$ cat config.mk
export PLATFORM = sky130hd
export DESIGN_NAME = ttc_intr_lite24
export DESIGN_NICKNAME = d
export VERILOG_FILES = /design/src/rtl/ttc_intr_lite24.sv
export SDC_FILE = /design/constraint.sdc
export NUM_CORES = 1
export LEC_CHECK = 0
export ABC_AREA = 1
export BUFFER_PORTS_ARGS = -buffer_cell sky130_fd_sc_hd__buf_2
export CAP_MARGIN = 0
export CORE_MARGIN = 2
export CORE_UTILIZATION = 46
export DETAILED_ROUTE_END_ITERATION = 6
export GPL_TIMING_DRIVEN = 1
export PLACE_DENSITY = 0.81
export SYNTH_ARGS = -nofsm -noshare
export SYNTH_HDL_FRONTEND = slang
export SYNTH_SLANG_ARGS = --single-unit
export TNS_END_PERCENT = 50
$ cat constraint.sdc
create_clock -name pclk24 -period 1.09 [get_ports pclk24]
set_input_delay 0.0545 -clock pclk24 [delete_from_list [all_inputs] [get_ports pclk24]]
set_output_delay 0.0545 -clock pclk24 [all_outputs]
set_load 0.05 [all_outputs]
$ cat src/rtl/ttc_intr_lite24.sv
// Timer/counter interrupt collector: rising-edge capture of five level sources into
// sticky status and overrun bits, a writable enable mask, and a registered irq.
module ttc_intr_lite24 (
    input  logic        pclk24,
    input  logic        n_p_reset24,
    input  logic        interval_intr24,
    input  logic [3:1]  match_intr24,
    input  logic        overflow_intr24,
    input  logic [15:0] pwdata24,
    input  logic        intr_en_reg_sel24,
    input  logic        intr_status_rd24,
    output logic [4:0]  intr_en_reg_out24,
    output logic [9:0]  intr_status_out24,
    output logic        irq24
);

    logic [4:0] level;
    logic [4:0] prev;
    logic [4:0] evt;
    logic [4:0] status;
    logic [4:0] overrun;
    logic [4:0] enable;
    logic [4:0] status_next;
    logic [4:0] overrun_next;

    assign level = {overflow_intr24, match_intr24, interval_intr24};
    assign evt   = level & ~prev;

    // A clearing read loses to a coincident event for status, but always clears overrun.
    always_comb begin
        status_next  = status | evt;
        overrun_next = overrun | (evt & status);
        if (intr_status_rd24) begin
            status_next  = evt;
            overrun_next = '0;
        end
    end

    always_ff @(posedge pclk24 or negedge n_p_reset24) begin
        if (!n_p_reset24) begin
            prev    <= '0;
            status  <= '0;
            overrun <= '0;
            enable  <= '0;
            irq24   <= 1'b0;
        end else begin
            prev    <= level;
            status  <= status_next;
            overrun <= overrun_next;
            if (intr_en_reg_sel24)
                enable <= pwdata24[4:0];
            irq24   <= |(status & enable);
        end
    end

    assign intr_en_reg_out24 = enable;
    assign intr_status_out24 = {overrun, status};

endmodule

### Word-level counts from Yosys, hierarchy flattened

Index checks and enable logic that the tools add are counted.

| storage, ports and cells | value |
|---|---|
| register bits after elaboration | 21 |
| input port bits | 25 |
| output and inout port bits | 16 |
| word-level logic and storage cells | 14 |

| cells by class | value |
|---|---|
| multiplexer cells | 2 |
| bitwise gates (word level) | 6 |
| reductions and logical operators | 1 |

Operator list:

| operator | number |
|---|---|
| $and 5x5->5 | 3 |
| $mux 5 | 2 |
| $or 5x5->5 | 2 |
| $not 5->5 | 1 |
| $reduce_or 5->1 | 1 |

### Longest topological paths before layout

| depth | value |
|---|---|
| depth in word-level cells | 5 |
| depth in mapped cells | 4 |
| mapped depth without buffers | 4 |

### Worst setup path before layout

OpenSTA, ideal clock, no wires.

| timing | value |
|---|---|
| path kind | reg-to-reg |
| start | reg enable[1], in the netlist intr_en_reg_out24[1] |
| end | reg irq24 |
| library setup time | 0.119 ns |
| data arrival time | 0.849 ns |
| data required time | 0.971 ns |
| setup slack | 0.122 ns |
| cell stages (with the launch flop) | 5 |
| path buffers | 0 |
| period minus slack after synthesis | 0.968 ns |
| cell sequence | dfrtp_1 -> nand2_1 -> nand2_1 -> nor2_1 -> nand2_1 |

| between the ends | value |
|---|---|
| longest elaborated chain between the ends | 2 |

Ends and longest elaborated chain:

| element | line | RTL |
|---|---|---|
| from (decl) | 22 | `logic [4:0] enable;` |
| from (signal assigned) | 51 | `enable <= pwdata24[4:0];` |
| $and 5x5->5 | 52 | `irq24 <= \|(status & enable);` |
| $reduce_or 5->1 | 52 |  |
| to (signal assigned) | 52 |  |
| to (decl) | 14 | `output logic irq24` |

Every way passes these cells.
A chain may end at the register's enable or synchronous reset.

### Worst setup path in the final report

| timing | value |
|---|---|
| start | reg enable[2], in the netlist intr_en_reg_out24[2] |
| end | out intr_en_reg_out24[2] |

RTL lines:

| element | line | RTL |
|---|---|---|
| to (decl) | 12 | `output logic [4:0] intr_en_reg_out24,` |

No word-level cell between the ends.

==> metrics.txt <==
Final ANT Viol Nets 0; Vias/cell 4.51; row cnt 14; initial antenna violation count 0; final WL 1.53 mm; Slew Limit Fails 0; list of most frequent post-synthesis cells 33 x nand2_1, 21 x dfrtp_1, 12 x inv_1; final hold vios 0; gpl congestion 0.732; minimum clock period 1.03 ns; Fill cells 114; Die Area 2050 um2; largest net degree at the start of global routing 22; Final WS setup 0.0629 ns; crit start category flip-flop; CP Capture Type output pin; share of the synthesized area in the top cell type 0.670; placed wire-length estimate 1.07 mm; max-capacitance violation count 0; count leader, synth nand2_1; synth unique cells 8; fin crit share 0.942; Worst Skew 0.00554 ns; I/O pin cnt 41; Resize count post-CTS 0; CP Cell Sequence buf_2; starting density of the core 0.503; ys flop type dfrtp_1; dpl ws 0.327 ns; RSZ-0062 raised after global routing no; Max-slew headroom 0.701; EDFF count, synth 0; Worst Path Required 1.04 ns; clock root buffer clkbuf_4; area grow syn2layout 37.0%; drt pass-1 iters 2; DR WL/cell 11.1 um; Worst Hold Class in2reg; FMAX 974 MHz; Power Density 1520 nW/um2; Worst path max stage delay 0.40 ns; share of layout cells above drive strength 1 0.311; die width 45.3 um; CTS tree built; Yosys top cell by area dfrtp_1; drt drc 0; delay-heaviest family, CP flip-flops; first-pass GRT wire length 2.48 mm; clock sink count 21; Post-Syn Instances 79; actual slew at the worst max-slew pin 0.449 ns; net count after synthesis 104; Worst path slowest cell dfrtp_1; total setup buffers inserted after CTS 0; Port Buffers 29; chip height 45.3 um; Reg clk slew, reported paths 0.11 ns; number of synthesized register bits 21; leakage 0.614 nW; worst-skew pair later-pin latency 0.30 ns; CP arrival 0.97 ns; CTS H-tree lvls 1; GRT overflow 0; CP max FO 3; Setup CP Type reg2out; Total Nets Final 148; number of diodes 0; sequential area share after synthesis 0.670; Synthesis Warnings 0; routed vias 623; share of flip-flops with an asynchronous set or reset 1.00; DRT iter0 DRCs 5; Core Box Area 1560 um2; status finished, final reports clean; total track usage 0.176; Synth Cell Area 785 um2; top cells by area, synth dfrtp_1 67%, nand2_1 16%, inv_1 5.7%; vias in the first global route 626; Syn Area/Cell 9.93 um2; clk buf depth 2; worst vdd ir 0.000874 V; Setup TNS 0 ns; Post-CTS Hold Buffers 11; CTS Buf Count 3; number of setup violations in the final report 0; WP buf/inv 1; final hold slack 0.0319 ns
-- through the flow --
stage / util / total power, mW / cell area, um2 / std cells
floorplan: - / 1.14 / 785 / 79
global placement: 0.602 / 1.24 / 938 / 123
detailed placement: 0.602 / 1.25 / 938 / 123
CTS: 0.689 / 1.64 / 1070 / 138
global route: 0.689 / 1.71 / 1070 / 138
finish: 0.689 / 1.63 / 1070 / 138
-- layout by cell type, fill, tap and decap left out --
cell type      instances
nand2_1               33
buf_2                 29
dfrtp_1               21
inv_1                 12
dlygate4sd3_1         11
o21ai_2                5
o21ai_1                5
clkbuf_4               3
inv_4                  1
nor2_1                 1
clkbuf_1               1
-- metal layers --
metal | up-vias | global-route usage | wire, um
met5 | - | 0 | 0
met4 | 0 | 0.118 | 35
met3 | 4 | 0.0280 | 43
met2 | 19 | 0.314 | 781
met1 | 279 | 0.189 | 668
li1 | 321 | - | -
-- path summary, 6_finish.rpt --
| path | slack (ns) | cells after the start | end | startpoint |
|---|---|---|---|---|
| min in group asynchronous | 0.21 | 2 | intr_en_reg_out24[2] | n_p_reset24 |
| max in group asynchronous | 0.57 | 2 | status[4] | n_p_reset24 |
| hold reg to reg | 0.49 | 2 | overrun[0] | overrun[0] |
| setup / recovery | 0.06 | 1 | intr_en_reg_out24[2] | intr_en_reg_out24[2] |
| hold / removal | 0.03 | 2 | intr_en_reg_out24[2] | intr_en_reg_sel24 |
| setup reg to reg | 0.31 | 4 | irq24 | intr_en_reg_out24[2] |
-- power breakdown --
part,leakage (nW),switching (mW),internal [mW]
registers,0.259,0.0336,0.838
clock network,0.0150,0.225,0.143
logic,0.340,0.284,0.109
total,0.614,0.543,1.09
-- registers in the layout, summed over array words and instances, names as in the netlist --
register and flops:
intr_en_reg_out24 5, overrun 5, prev 5, status 5, irq24 1
-- logic make-up after synthesis --
family | count (synthesis) | share of synthesized area
flip-flops | 21 | 0.670
buffers and inverters | 14 | 0.0797
AO/OA/AOI/OAI | 10 | 0.0877
AND/OR/NAND/NOR | 34 | 0.163
-- cell type report --
| cell class | count | area, um2 | share of cell area |
|---|---|---|---|
| sequential | 21 | 526 | 0.489 |
| timing repair buffer | 40 | 255 | 0.237 |
| multi-input combinational | 44 | 196 | 0.183 |
| inverter | 13 | 51.3 | 0.0477 |
| clock buffer | 4 | 26.3 | 0.0244 |
| tap | 16 | 20.0 | 0.0186 |
(Power assumes the default switching activity.)
